--- src/rtl/branch_pkg.sv ---
// Shared branch-resolution types: branch kinds, condition codes, flag bit positions.
// Pure definitions; no logic, no latency, no flow control.
package branch_pkg;

    typedef enum logic [1:0] {
        BR_B     = 2'd0,
        BR_CBZ   = 2'd1,
        BR_CBNZ  = 2'd2,
        BR_BCOND = 2'd3
    } br_type_t;

    typedef enum logic {
        ST_IDLE  = 1'b0,
        ST_VALID = 1'b1
    } br_state_t;

    localparam logic [3:0] COND_EQ = 4'h0;
    localparam logic [3:0] COND_NE = 4'h1;
    localparam logic [3:0] COND_HS = 4'h2;
    localparam logic [3:0] COND_LO = 4'h3;
    localparam logic [3:0] COND_MI = 4'h4;
    localparam logic [3:0] COND_PL = 4'h5;
    localparam logic [3:0] COND_VS = 4'h6;
    localparam logic [3:0] COND_VC = 4'h7;
    localparam logic [3:0] COND_HI = 4'h8;
    localparam logic [3:0] COND_LS = 4'h9;
    localparam logic [3:0] COND_GE = 4'hA;
    localparam logic [3:0] COND_LT = 4'hB;
    localparam logic [3:0] COND_GT = 4'hC;
    localparam logic [3:0] COND_LE = 4'hD;
    localparam logic [3:0] COND_AL = 4'hE;
    localparam logic [3:0] COND_NV = 4'hF;

    localparam int FLAG_N = 3;
    localparam int FLAG_Z = 2;
    localparam int FLAG_C = 1;
    localparam int FLAG_V = 0;

endpackage

--- src/rtl/cond_eval.sv ---
// Condition-code evaluator against an {N,Z,C,V} flag vector.
// Combinational, zero latency; no flow control.
module cond_eval
    import branch_pkg::*;
(
    input  logic [3:0] cond,
    input  logic [3:0] flags,
    output logic       pass
);

    logic n, z, c, v;
    logic hi, ge, gt;

    assign n  = flags[FLAG_N];
    assign z  = flags[FLAG_Z];
    assign c  = flags[FLAG_C];
    assign v  = flags[FLAG_V];
    assign hi = c & ~z;
    assign ge = (n == v);
    assign gt = ~z & ge;

    always_comb begin
        pass = 1'b1;
        case (cond)
            COND_EQ: pass = z;
            COND_NE: pass = ~z;
            COND_HS: pass = c;
            COND_LO: pass = ~c;
            COND_MI: pass = n;
            COND_PL: pass = ~n;
            COND_VS: pass = v;
            COND_VC: pass = ~v;
            COND_HI: pass = hi;
            COND_LS: pass = ~hi;
            COND_GE: pass = ge;
            COND_LT: pass = ~ge;
            COND_GT: pass = gt;
            COND_LE: pass = ~gt;
            COND_AL: pass = 1'b1;
            COND_NV: pass = 1'b1;
        endcase
    end

endmodule

--- src/rtl/zero_detect.sv ---
// Structural all-zero detect: byte-group OR tree, then a final NOR.
// Combinational, zero latency; no flow control.
module zero_detect #(
    parameter int W = 64
) (
    input  logic [W-1:0] value,
    output logic         zero
);

    localparam int NG = (W + 7) / 8;

    logic [NG*8-1:0] padded;
    logic [NG-1:0]   grp_any;

    always_comb begin
        padded        = '0;
        padded[W-1:0] = value;
    end

    for (genvar g = 0; g < NG; g++) begin : g_grp
        assign grp_any[g] = |padded[g*8 +: 8];
    end

    assign zero = ~|grp_any;

endmodule

--- src/rtl/branch_resolve.sv ---
// Resolves ID-stage branches (B/CBZ/CBNZ/BCOND) and owns the NZCV register; latency 1.
// stall holds a resolved result and blocks new requests/flag writes; flush squashes output.
module branch_resolve
    import branch_pkg::*;
#(
    parameter int DATA_W = 64,
    parameter int ADDR_W = 64
) (
    input  logic              clk,
    input  logic              rst_n,
    input  logic              setFlags,
    input  logic [DATA_W-1:0] aluResult,
    input  logic [2:0]        aluNCV,
    input  logic              brValid,
    input  logic [1:0]        brType,
    input  logic [3:0]        cond,
    input  logic [DATA_W-1:0] operand,
    input  logic [ADDR_W-1:0] pc,
    input  logic [ADDR_W-1:0] offset,
    input  logic              stall,
    input  logic              flush,
    output logic [3:0]        flags,
    output logic              outValid,
    output logic              taken,
    output logic [ADDR_W-1:0] target
);

    logic              alu_zero;
    logic              opnd_zero;
    logic              cond_pass;
    logic              br_taken;
    logic              accept;
    logic [3:0]        fwd_flags;
    logic [3:0]        eff_flags;
    logic [ADDR_W-1:0] br_target;
    br_state_t         state;
    br_state_t         next_state;

    zero_detect #(.W(DATA_W)) u_alu_zd (
        .value (aluResult),
        .zero  (alu_zero)
    );

    zero_detect #(.W(DATA_W)) u_opnd_zd (
        .value (operand),
        .zero  (opnd_zero)
    );

    // A flag-setter in EX this cycle is forwarded so a dependent BCOND need not wait.
    assign fwd_flags = {aluNCV[2], alu_zero, aluNCV[1], aluNCV[0]};
    assign eff_flags = setFlags ? fwd_flags : flags;

    cond_eval u_cond (
        .cond  (cond),
        .flags (eff_flags),
        .pass  (cond_pass)
    );

    always_comb begin
        br_taken = 1'b0;
        case (br_type_t'(brType))
            BR_B:     br_taken = 1'b1;
            BR_CBZ:   br_taken = opnd_zero;
            BR_CBNZ:  br_taken = ~opnd_zero;
            BR_BCOND: br_taken = cond_pass;
        endcase
    end

    assign br_target = br_taken ? (pc + offset) : (pc + ADDR_W'(4));
    assign accept    = brValid & ~stall & ~flush;

    always_comb begin
        next_state = ST_IDLE;
        case (state)
            ST_IDLE:  next_state = accept ? ST_VALID : ST_IDLE;
            ST_VALID: next_state = (stall || accept) ? ST_VALID : ST_IDLE;
        endcase
        if (flush) begin
            next_state = ST_IDLE;
        end
    end

    always_ff @(posedge clk or negedge rst_n) begin
        if (!rst_n) begin
            state <= ST_IDLE;
        end else begin
            state <= next_state;
        end
    end

    always_ff @(posedge clk or negedge rst_n) begin
        if (!rst_n) begin
            flags <= 4'b0000;
        end else if (setFlags && !stall) begin
            flags <= fwd_flags;
        end
    end

    // Result registers load only on acceptance, so a stalled VALID holds them.
    always_ff @(posedge clk or negedge rst_n) begin
        if (!rst_n) begin
            taken  <= 1'b0;
            target <= '0;
        end else if (accept) begin
            taken  <= br_taken;
            target <= br_target;
        end
    end

    assign outValid = (state == ST_VALID);

endmodule

--- config.mk ---
export PLATFORM = sky130hd
export DESIGN_NAME = branch_resolve
export DESIGN_NICKNAME = d
export VERILOG_FILES = /design/src/rtl/branch_pkg.sv /design/src/rtl/cond_eval.sv /design/src/rtl/zero_detect.sv /design/src/rtl/branch_resolve.sv
export SDC_FILE = /design/constraint.sdc
export NUM_CORES = 1
export LEC_CHECK = 0
export ABC_CLOCK_PERIOD_IN_PS = 2300
export BUFFER_PORTS_ARGS = -buffer_cell sky130_fd_sc_hd__buf_2
export CORE_ASPECT_RATIO = 0.6
export CORE_MARGIN = 2
export CORE_UTILIZATION = 46
export DETAILED_ROUTE_END_ITERATION = 8
export GPL_TIMING_DRIVEN = 0
export PLACE_DENSITY = 0.87
export REMOVE_ABC_BUFFERS = 1
export SKIP_CTS_REPAIR_TIMING = 1
export SYNTH_ARGS = -nofsm -noshare
export SYNTH_HDL_FRONTEND = slang
export SYNTH_SLANG_ARGS = --single-unit
--- constraint.sdc ---
create_clock -name clk -period 2.3 [get_ports clk]
set_clock_uncertainty 0.05 [all_clocks]
set_input_delay 0.46 -clock clk [delete_from_list [all_inputs] [get_ports clk]]
set_output_delay 0.46 -clock clk [all_outputs]
set_load 0.05 [all_outputs]
# --- Word-level counts from Yosys, hierarchy flattened ---
# Index checks and enable logic that the tools add are counted.
totals:
  input_bits: 271
  romBits: 0
  latch_bits: 0
  regBits: 70
  ram_bits: 0
  n_memories: 0
  output_inout_bits: 70
  elab_cells: 57
op_classes:
  mux: 8
  n_mul: 0
  eq_ne: 19
  order_cmp: 0
  n_reduce_logical: 10
  n_div: 0
  bitwise: 14
  shifts: 0
  add_sub_neg: 2
op_table:
  columns: ["cell", "count"]
  rows:
  - ["$reduce_or 64->1", 2]
  - ["$add 64x3->64 const B", 1]
  - ["$add 64x64->64", 1]
  - ["$mux 64", 1]
  - ["$eq 4x4->1 const B", 8]
  - ["$eq 4x3->1 const B", 4]
  - ["$pmux 1 s15", 1]
  - ["$not 1->1", 10]
  - ["$eq 4x2->1 const B", 2]
  - ["$and 1x1->1", 4]
  - ["$eq 2x2->1 const B", 2]
  - ["$eq 4x1->1 const B", 1]
  - ["$logic_not 4->1", 1]
  - ["$mux 4", 1]
  - ["$pmux 1 s4", 1]
  - ["$logic_not 1->1", 3]
  - ["$mux 1", 3]
  - ["$eq 2x1->1 const B", 1]
  - ["$logic_not 2->1", 1]
  - ["$pmux 1 s2", 1]
  - ["$reduce_or 2->1", 1]
  - ["$eq 1x1->1", 1]
  - ["$logic_and 1x1->1", 1]
  - ["$logic_or 1x1->1", 1]

# --- Depth between registers and ports, before layout ---
# Gate-level depths: netlist (run 1).
depth:
  ltp_word: 9
  ltp_mapped: 12
  mapped_depth_nobuf: 12

# --- By module ---
# A second synthesis (run 1) with hierarchy kept.
unflattened:
  cells_unflattened: 1152
  area_unflattened_um2: 8498.2
by_module_without_submodules:
  columns: ["module", "seq_area_each_um2", "area_each_um2", "instances", "cells_per_inst"]
  rows:
  - ["branch_resolve", 1751.7, 8025.2, 1, 1080]
  - ["zero_detect", 0.0, 143.9, 2, 21]
  - ["cond_eval", 0.0, 185.2, 1, 30]

# --- Worst setup path after synthesis (run 1) ---
# No wires, ideal clock.
synth_timing:
  kind: "input to register"
  startpoint: "input port offset[8]"
  endpoint: "register target[63]"
  t_required_ns: 2.183
  cell_stages: 10
  setup_time_ns: 0.067
  arrival_time_ns: 2.886
  n_path_buf: 0
  setup_slack_ns: -0.703
  cell_sequence: "ha_1 > a211oi_1 > o211ai_1 > a311oi_1 > a211oi_1 > o31ai_1 > nand3_1 > or4_1 > nand4_1 > a22o_1"
synth_via:
  elab_chain_len: 2
synth_rtl:
  columns: ["item", "line_no", "source"]
  rows:
  - ["start: declaration", "branch_resolve.sv:19", "input logic [ADDR_W-1:0] offset,"]
  - ["$add 64x64->64", "branch_resolve.sv:69", "assign br_target = br_taken ? (pc + offset) : (pc + ADDR_W'(4));"]
  - ["$mux 64", "branch_resolve.sv:69", null]
  - ["end signal: assignment", "branch_resolve.sv:106", "target <= br_target;"]
  - ["end: declaration", "branch_resolve.sv:25", "output logic [ADDR_W-1:0] target"]
# Every way passes these cells.
# A chain may end at the register's enable or synchronous reset.

# --- Worst setup path after layout (run 1) ---
layout_timing:
  startpoint: "input port aluResult[38]"
  endpoint: "register target[38]"
layout_via:
  elab_chain_len: 9
  word_cells_on_any_way: 11
  cone_classes: "4 x mux; 5 x bitwise; 2 x reduce/logical"
layout_rtl:
  columns: ["item", "line_no", "source"]
  rows:
  - ["start: declaration", "branch_resolve.sv:12", "input logic [DATA_W-1:0] aluResult,"]
  - ["$reduce_or 64->1 *", "zero_detect.sv:24", "assign zero = ~|grp_any;"]
  - ["$logic_not 1->1 *", "zero_detect.sv:24", null]
  - ["$mux 4 *", "branch_resolve.sv:51", "assign eff_flags = setFlags ? fwd_flags : flags;"]
  - ["$not 1->1", "cond_eval.sv:18, cond_eval.sv:20, cond_eval.sv:26", null]
  - ["$and 1x1->1, on equally long branches", "cond_eval.sv:20, cond_eval.sv:18", null]
  - ["$not 1->1, on equally long branches", "cond_eval.sv:38, cond_eval.sv:34", null]
  - ["$pmux 1 s15 *", "cond_eval.sv:24", "case (cond)"]
  - ["$pmux 1 s4 *", "branch_resolve.sv:61", "case (br_type_t'(brType))"]
  - ["$mux 64 *", "branch_resolve.sv:69", null]
# Every way passes the cells marked *; elsewhere a longest branch is shown, timed or not.

==> results of run 1 <==
-- report_power, final --
group / internal (uW) / switching [uW] / total, uW
Clock: 945 / 623 / 1570
Combinational: 1410 / 2650 / 4060
Sequential: 1490 / 147 / 1640
Total: 3850 / 3420 / 7270
-- sequential cells by signal, indices dropped and copies added, names as in the netlist --
register	count
taken	1
flags	4
target	64
outValid	1
-- routing by layer --
layer / GRT usage / up-vias / part of all wire
li1: - / 5025 / -
met1: 0.461 / 5248 / 0.41
met2: 0.501 / 778 / 0.43
met3: 0.121 / 128 / 0.13
met4: 0.0836 / 0 / 0.033
met5: 0 / - / 0
-- synth_stat cells (6+ instances only) --
master	count	area share
nand3_1	49	0.029
mux2i_1	13	0.015
a211oi_1	9	0.0079
and3_1	11	0.0081
o21bai_1	8	0.0071
dfrtp_1	70	0.21
and2_1	9	0.0066
a21o_1	32	0.028
o211ai_1	12	0.011
o21ai_0	70	0.041
and4_1	9	0.0093
xnor2_1	70	0.072
clkbuf_1	45	0.020
o31ai_1	8	0.0071
nor4_1	41	0.030
nand4_1	42	0.031
nor3_1	32	0.019
or3_1	9	0.0066
buf_2	6	0.0035
a21oi_1	89	0.052
o21a_1	8	0.0071
a31oi_1	35	0.026
ha_1	64	0.094
nand2b_1	10	0.0073
nor2_1	97	0.043
inv_1	29	0.013
a21boi_0	7	0.0062
xor2_1	37	0.038
nand2_1	154	0.068
-- per-stage QoR --
| step | instances | hold WS, ns | setup slack (ns) | TNS [ns] |
|---|---|---|---|---|
| final | 1760 | 0.0114 | -0.657 | -36.03 |
| after global routing | 1760 | 0.0308 | -0.757 | -43.24 |
| after global placement | 1683 | 0.408 | -4.20 | -246.12 |
| after detailed placement | 1689 | 0.390 | -2.42 | -141.75 |
| after CTS | 1704 | 0.0191 | -2.07 | -118.73 |
| after floorplan | 1103 | 0.114 | -1.42 | -80.16 |
-- final cells by class --
class / instances / area share
inverters: 29 / 0.00853
well taps: 240 / 0.0235
diodes: 2 / 0.000392
repair buffers: 396 / 0.191
multi-input cells: 1008 / 0.614
clock buffers: 9 / 0.0177
clock inverters: 6 / 0.00686
flip-flops and latches: 70 / 0.137
-- final timing paths --
| kind | startpoint | to | slack [ns] | cells after the start |
|---|---|---|---|---|
| setup / recovery | aluResult[38] | target[38] | -0.66 | 14 |
| hold / removal | rst_n | target[32] | 0.01 | 1 |
| setup reg to reg | flags[3] | target[63] | -0.60 | 12 |
| hold reg to reg | target[4] | target[4] | 0.43 | 2 |
| max in group asynchronous | rst_n | flags[3] | 1.59 | 2 |
| min in group clk | flush | outValid | 0.22 | 2 |
-- worst register-to-register path, delay by kind of cell (launching register included) --
kind	cells	cell delay, ns
and+or+nand+nor	2	0.32
xor gates and xnor gates	1	0.18
DFF	1	0.44
buffers and inverters	3	0.43
AOI/OAI and AO/OA	4	0.94
muxes	2	0.41
-- logic make-up after synthesis --
| family | Yosys count |
|---|---|
| XOR/XNOR | 107 |
| adder cells (fa/ha/maj) | 65 |
| buffers and inverters | 86 |
| AND/OR/NAND/NOR | 486 |
| flip-flops | 70 |
| AO/OA/AOI/OAI | 328 |
| multiplexers | 18 |
==> results.sh, run 1 <==
export IMPL_clk_pin_slew_ns=0.06
export IMPL_yosysWarnings=0
export IMPL_timing_fmax_mhz=338
export IMPL_synth_edf_count=0
export IMPL_dr_total_vias=11200
export IMPL_status="finished with violations"
export IMPL_synthCells=1160
export IMPL_ys_seq_area_frac=0.206
export IMPL_syn2layout_area_growth_pct=49.8
export IMPL_slew_headroom=0.380
export IMPL_vdd_drop_max_mv=0.502
export IMPL_synth_seq_cells=70
export IMPL_avgSynthCellArea_um2=7.34
export IMPL_worst_ep_arrival_time_ns=3.17
export IMPL_layout_common_cells="buf_2 (329), nand2_1 (128), nor2_1 (93), dfrtp_1 (69), xnor2_1 (68)"
export IMPL_post_route_period_util=1.29
export IMPL_min_path_type="input port to async pin"
export IMPL_antenna_found_initial=2
export IMPL_rsz0062_at_grt="true"
export IMPL_layout_commonest_cell="buf_2"
export IMPL_fillers=1454
export IMPL_crit_path_end_kind="register"
export IMPL_initial_core_util=0.470
export IMPL_cts_max_level=3
export IMPL_clock_latency_ns=0.35
export IMPL_crit_fanout=8
export IMPL_drtAntennaViolNets=0
export IMPL_num_rows=38
export IMPL_layout_nets=1850
export IMPL_crit_buf_inv=5
export IMPL_cpLargestDelayFamily="simple AND/OR/NAND/NOR gates"
export IMPL_critPathMaxStageDelay_ns=0.36
export IMPL_synth_adder_area_share=0.0964
export IMPL_cts_buffer_depth=2
export IMPL_io_pins=341
export IMPL_violations="setup timing"
export IMPL_synth_xor_area_frac=0.110
export IMPL_drv_slew=0
export IMPL_drt_iter0_drc=1343
export IMPL_gp_congestion=0.994
export IMPL_clockRootBuffer="clkbuf_16"
export IMPL_post_route_util=0.704
export IMPL_multi_input_area_um2=7840
export IMPL_dr_pass1_iters=6
export IMPL_final_seq_area_um2=1750
export IMPL_grt_pass1_vias=9840
export IMPL_total_power_uw=7270
export IMPL_numCtsBuffers=9
export IMPL_fin_area_um2=12800
export IMPL_tightest_slew_ns=0.922
export IMPL_synthArstFlopShare=1.00
export IMPL_ys_types=66
export IMPL_dpl_instance_area_um2=10400
export IMPL_fin_ws_ns=-0.657
export IMPL_path_class="input port to register"
export IMPL_wl_um=38500
export IMPL_wl_per_cell_um=21.9
export IMPL_synth_compound_area_frac=0.248
export IMPL_hpwl_um=27300
export IMPL_critical_path_cell_chain="buf_2, nor4_2, nand4_1, nor4_4, buf_4, a32oi_2, a311oi_2, a2111oi_4, buf_8, nor2_4, buf_6, clkbuf_16, nand2_1, a31oi_1"
export IMPL_die_area_um2=19600
export IMPL_die_x_um=180
export IMPL_drive_gt1_frac=0.408
export IMPL_hold_viol_final=0
export IMPL_power_density_nw_per_um2=570
export IMPL_synth_top_family_by_area="simple AND/OR/NAND/NOR gates"
export IMPL_drc_errors=0
export IMPL_grt_overflow=0
export IMPL_grt_start_max_net_pins=51
export IMPL_critPathSlowestCell="nor4_4"
export IMPL_numPortBuffers=340
export IMPL_viasPerCell=6.35
export IMPL_track_usage=0.336
export IMPL_power_leakage_uw=0.00557
export IMPL_die_h_um=109
export IMPL_synth_area_um2=8510
export IMPL_critPathRequiredTime_ns=2.51
export IMPL_period_needed_ns=2.96
export IMPL_drv_cap=0
export IMPL_synthSimpleGateAreaFrac=0.277
export IMPL_cts_tree="yes"
export IMPL_grt_pass1_wl_um=52300
export IMPL_critPathLaunchType="input port"
export IMPL_synthFlopType="dfrtp_1"
export IMPL_core_um2=18100
export IMPL_clkSinkCount=70
export IMPL_setup_viol=65
export IMPL_muxShareOfSynthArea=0.0219
Note: power is estimated with default switching activity, not from simulation.
==> run 2, diff against run 1 <==
SETUP_SLACK_MARGIN = 0.1   (was unset)
==> results.sh, run 2 (same netlist as run 1, synthesis figures left out) <==
export IMPL_status="finished with violations"
export IMPL_violations="setup timing"
export IMPL_post_route_period_util=1.29
export IMPL_vdd_drop_max_mv=0.504
export IMPL_dp_slack_ns=-2.42
export IMPL_largest_reg_flops=64
export IMPL_final_seq_area_um2=1750
export IMPL_fin_area_um2=12800
export IMPL_track_usage=0.336
export IMPL_die_h_um=109
export IMPL_critical_path_cell_chain="buf_2, nor4_2, nand4_1, nor4_4, a21o_1, mux2i_2, a2111oi_4, buf_8, nor2_4, buf_12, clkbuf_16, or3_4, a21oi_2"
export IMPL_layout_nets=1854
export IMPL_layout_common_cells="buf_2 (326), nand2_1 (134), nor2_1 (96)"
export IMPL_reg_largest_list="target: 64 flops, flags: 4 flops"
export IMPL_io_pins=341
export IMPL_slew_headroom=0.356
export IMPL_cts_buffer_depth=2
export IMPL_power_leakage_uw=0.00559
export IMPL_p_clk_frac=0.215
export IMPL_p_seq_frac=0.226
export IMPL_power_density_nw_per_um2=566
export IMPL_hpwl_um=27300
export IMPL_numCtsBuffers=9
export IMPL_multi_input_area_um2=7810
export IMPL_worst_ep_arrival_time_ns=3.18
export IMPL_dr_total_vias=11300
export IMPL_grt_pass1_vias=9840
export IMPL_drv_slew=0
export IMPL_fin_ws_ns=-0.657
export IMPL_switching_share=0.467
export IMPL_top_register="target"
export IMPL_die_area_um2=19600
export IMPL_dpl_instance_area_um2=10400
export IMPL_grt_overflow=0
export IMPL_timing_fmax_mhz=338
export IMPL_total_power_uw=7250
export IMPL_p_sw_uw=3380
export IMPL_cts_tree="yes"
export IMPL_initial_core_util=0.470
export IMPL_period_needed_ns=2.96
export IMPL_num_rows=38
export IMPL_clkSinkCount=70
export IMPL_clockRootBuffer="clkbuf_16"
export IMPL_critPathMaxStageDelay_ns=0.38
export IMPL_cts_max_level=3
export IMPL_critPathRequiredTime_ns=2.52
export IMPL_wl_um=38500
export IMPL_path_class="input port to register"
export IMPL_setup_viol=65
export IMPL_drive_gt1_frac=0.397
export IMPL_power_internal_uw=3860
export IMPL_drv_cap=0
export IMPL_tightest_slew_ns=0.958
export IMPL_die_x_um=180
export IMPL_numPortBuffers=340
export IMPL_hold_viol_final=0
export IMPL_combPwrFrac=0.558
export IMPL_drc_errors=0
export IMPL_drt_iter0_drc=1320
export IMPL_syn2layout_area_growth_pct=50.3
export IMPL_core_um2=18100
export IMPL_critPathSlowestCell="or3_4"
export IMPL_critPathLaunchType="input port"
export IMPL_clock_latency_ns=0.34
export IMPL_rsz0062_at_grt="true"
export IMPL_drtAntennaViolNets=0
export IMPL_min_path_type="input port to async pin"
export IMPL_dr_pass1_iters=7
export IMPL_crit_fanout=7
export IMPL_gp_congestion=0.994
export IMPL_fillers=1421
export IMPL_wl_per_cell_um=21.8
export IMPL_antenna_found_initial=4
export IMPL_layout_commonest_cell="buf_2"
export IMPL_grt_start_max_net_pins=51
export IMPL_viasPerCell=6.38
export IMPL_grt_pass1_wl_um=52300
export IMPL_clk_pin_slew_ns=0.06
export IMPL_crit_path_end_kind="register"
## run 2: cell count changes in the layout (fill, tap and decap cells not counted), moves of 5 or more
cell,delta
ha_4,+15
ha_2,-11
buf_4,+8
o21ai_0,+7
nand2_1,+6
a21oi_4,-5
nor3_1,+5
## run 2: layout make-up
type	instances	share of cell area
tap	240	0.0235
antenna	3	0.000587
multi-input combinational	1007	0.610
clock buffer	9	0.0176
clock inverter	6	0.00685
inverter	29	0.00851
timing repair buffer	401	0.196
sequential	70	0.137
## run 2: critical path, delay by kind of cell
kind / cells / cell delay [ns]
muxes: 1 / 0.10
buffers and inverters: 4 / 0.60
and+or+nand+nor: 5 / 1.29
AOI/OAI and AO/OA: 3 / 0.72
## run 2: per-layer routing
metal,share of wire,track usage
met1,0.41,0.461
met2,0.43,0.501
met3,0.13,0.121
met4,0.028,0.0836
met5,0.00034,0
## run 2: metrics by stage
step                hold WS (ns)  TNS, ns  utilization  cells
floorplan                  0.114   -80.16            -   1103
global placement           0.408  -246.12        0.567   1683
detailed placement         0.390  -141.75        0.575   1689
CTS                       0.0191  -118.73        0.592   1704
global route              0.0313   -41.59        0.706   1765
finish                    0.0116   -37.00        0.706   1765
## run 2: power groups by stage
stage                     sequential (uW)  clock, uW  combinational, uW
after floorplan                      2570          0               1330
final                                1640       1560               4050
after CTS                            1630       1570               3330
after global placement               1640          0               3240
after global routing                 1670       1640               4270
after detailed placement             1650          0               3310
## run 2: worst paths after layout
| kind | slack [ns] | cells after the start | startpoint | endpoint |
|---|---|---|---|---|
| min | 0.01 | 1 | rst_n | target[15] |
| min reg2reg | 0.42 | 2 | target[4] | target[4] |
| max reg2reg | -0.65 | 12 | flags[3] | target[34] |
| max in group asynchronous | 1.60 | 2 | rst_n | flags[3] |
| max | -0.66 | 13 | aluResult[39] | target[34] |
| min in group clk | 0.23 | 2 | flush | outValid |
==> run 3, diff against run 2 <==
SETUP_SLACK_MARGIN = 0.02   (was 0.1)
==> results.sh, run 3 (same netlist as run 1, synthesis figures left out) <==
export IMPL_power_leakage_uw=0.00557
export IMPL_rsz0062_at_grt="true"
export IMPL_crit_fanout=4
export IMPL_drtAntennaViolNets=0
export IMPL_layout_nets=1850
export IMPL_critPathRequiredTime_ns=2.52
export IMPL_die_area_um2=19600
export IMPL_clkSinkCount=70
export IMPL_path_class="input port to register"
export IMPL_track_usage=0.336
export IMPL_min_path_type="input port to async pin"
export IMPL_drv_slew=0
export IMPL_worst_ep_arrival_time_ns=3.17
export IMPL_critPathSlowestCell="a211oi_4"
export IMPL_gp_congestion=0.994
export IMPL_period_needed_ns=2.95
export IMPL_initial_core_util=0.470
export IMPL_vdd_drop_max_mv=0.504
export IMPL_tightest_slew_ns=0.890
export IMPL_post_route_period_util=1.28
export IMPL_timing_fmax_mhz=339
export IMPL_clk_pin_slew_ns=0.07
export IMPL_antenna_found_initial=2
export IMPL_final_seq_area_um2=1750
export IMPL_drv_cap=0
export IMPL_io_pins=341
export IMPL_numPortBuffers=340
export IMPL_grt_pass1_wl_um=52300
export IMPL_slew_headroom=0.401
export IMPL_cp_endpoint="target[55]"
export IMPL_whs_ns=0.00930
export IMPL_dr_pass1_iters=6
export IMPL_top_register="target"
export IMPL_clock_latency_ns=0.35
export IMPL_drc_errors=0
export IMPL_drt_iter0_drc=1363
export IMPL_clockRootBuffer="clkbuf_16"
export IMPL_drive_gt1_frac=0.408
export IMPL_numCtsBuffers=9
export IMPL_critical_path_cell_chain="buf_2, ha_1, o21ai_0, o21ai_2, nand3_4, a211oi_4, nor3_4, o41ai_4, a2111oi_1, or3_1, o211ai_1"
export IMPL_grt_pass1_vias=9840
export IMPL_viasPerCell=6.35
export IMPL_die_h_um=109
export IMPL_num_rows=38
export IMPL_dr_total_vias=11200
export IMPL_layout_commonest_cell="buf_2"
export IMPL_post_route_util=0.704
export IMPL_grt_start_max_net_pins=51
export IMPL_multi_input_area_um2=7840
export IMPL_crit_path_end_kind="register"
export IMPL_total_power_uw=7270
export IMPL_die_x_um=180
export IMPL_r2r_start="flags[3]"
export IMPL_hpwl_um=27300
export IMPL_cts_buffer_depth=2
export IMPL_fin_ws_ns=-0.649
export IMPL_violations="setup timing"
export IMPL_wl_per_cell_um=21.8
export IMPL_r2r_setup_slack_ns=-0.60
export IMPL_power_density_nw_per_um2=570
export IMPL_tns_ns=-35.87
export IMPL_hold_viol_final=0
export IMPL_cts_tree="yes"
export IMPL_core_um2=18100
export IMPL_grt_overflow=0
export IMPL_syn2layout_area_growth_pct=49.8
export IMPL_startpoint="pc[3]"
export IMPL_reg_largest_list="target: 64 flops, flags: 4 flops"
export IMPL_rr_worst_depth=12
export IMPL_critPathMaxStageDelay_ns=0.39
export IMPL_largest_reg_flops=64
export IMPL_status="finished with violations"
export IMPL_layout_common_cells="buf_2 (329), nand2_1 (128), nor2_1 (93), dfrtp_1 (69), xnor2_1 (68)"
export IMPL_wl_um=38400
export IMPL_r2r_end="target[63]"
export IMPL_critPathLaunchType="input port"
export IMPL_fillers=1454
export IMPL_setup_viol=65
export IMPL_cts_max_level=3
run 3: area by class of cell:
class / instances / area share
clock inverters: 6 / 0.00686
clock buffers: 9 / 0.0177
inverters: 29 / 0.00853
repair buffers: 396 / 0.191
flip-flops and latches: 70 / 0.137
well taps: 240 / 0.0235
multi-input cells: 1008 / 0.614
diodes: 2 / 0.000392
run 3: per-stage QoR:
| step | instance area, um2 | cells | setup WS (ns) |
|---|---|---|---|
| global placement | 10300 | 1683 | -4.20 |
| floorplan | 8280 | 1103 | -1.42 |
| CTS | 10700 | 1704 | -2.07 |
| detailed placement | 10400 | 1689 | -2.42 |
| finish | 12800 | 1760 | -0.649 |
| global route | 12800 | 1760 | -0.757 |
run 3: critical path, delay by kind of cell:
kind	cells	cell delay [ns]
adders and majority gates	1	0.34
AOI/OAI and AO/OA	6	1.58
buffers and inverters	1	0.13
and+or+nand+nor	3	0.65
run 3: worst min-delay path by stage:
stage / from / end / cells after the start
2_1_floorplan: rst_n / flags[0] / 0
3_3_place_gp: taken / taken / 2
3_5_place_dp: rst_n / target[15] / 1
4_1_cts: rst_n / target[15] / 1
5_1_grt: rst_n / target[15] / 1
6_report: rst_n / target[32] / 1
run 3: routing by layer:
metal,GRT usage,share of wire,vias up
met3,0.121,0.13,118
met1,0.461,0.41,5275
met5,0,0,-
met2,0.501,0.42,757
met4,0.0836,0.032,0
li1,-,-,5027
run 3: report_power, final:
| part | total, uW | leakage [uW] | internal, uW | switching (uW) |
|---|---|---|---|---|
| Clock | 1580 | 0.000155 | 945 | 630 |
| Combinational | 4060 | 0.00458 | 1410 | 2650 |
| Sequential | 1640 | 0.000828 | 1490 | 147 |
| Total | 7270 | 0.00557 | 3850 | 3420 |
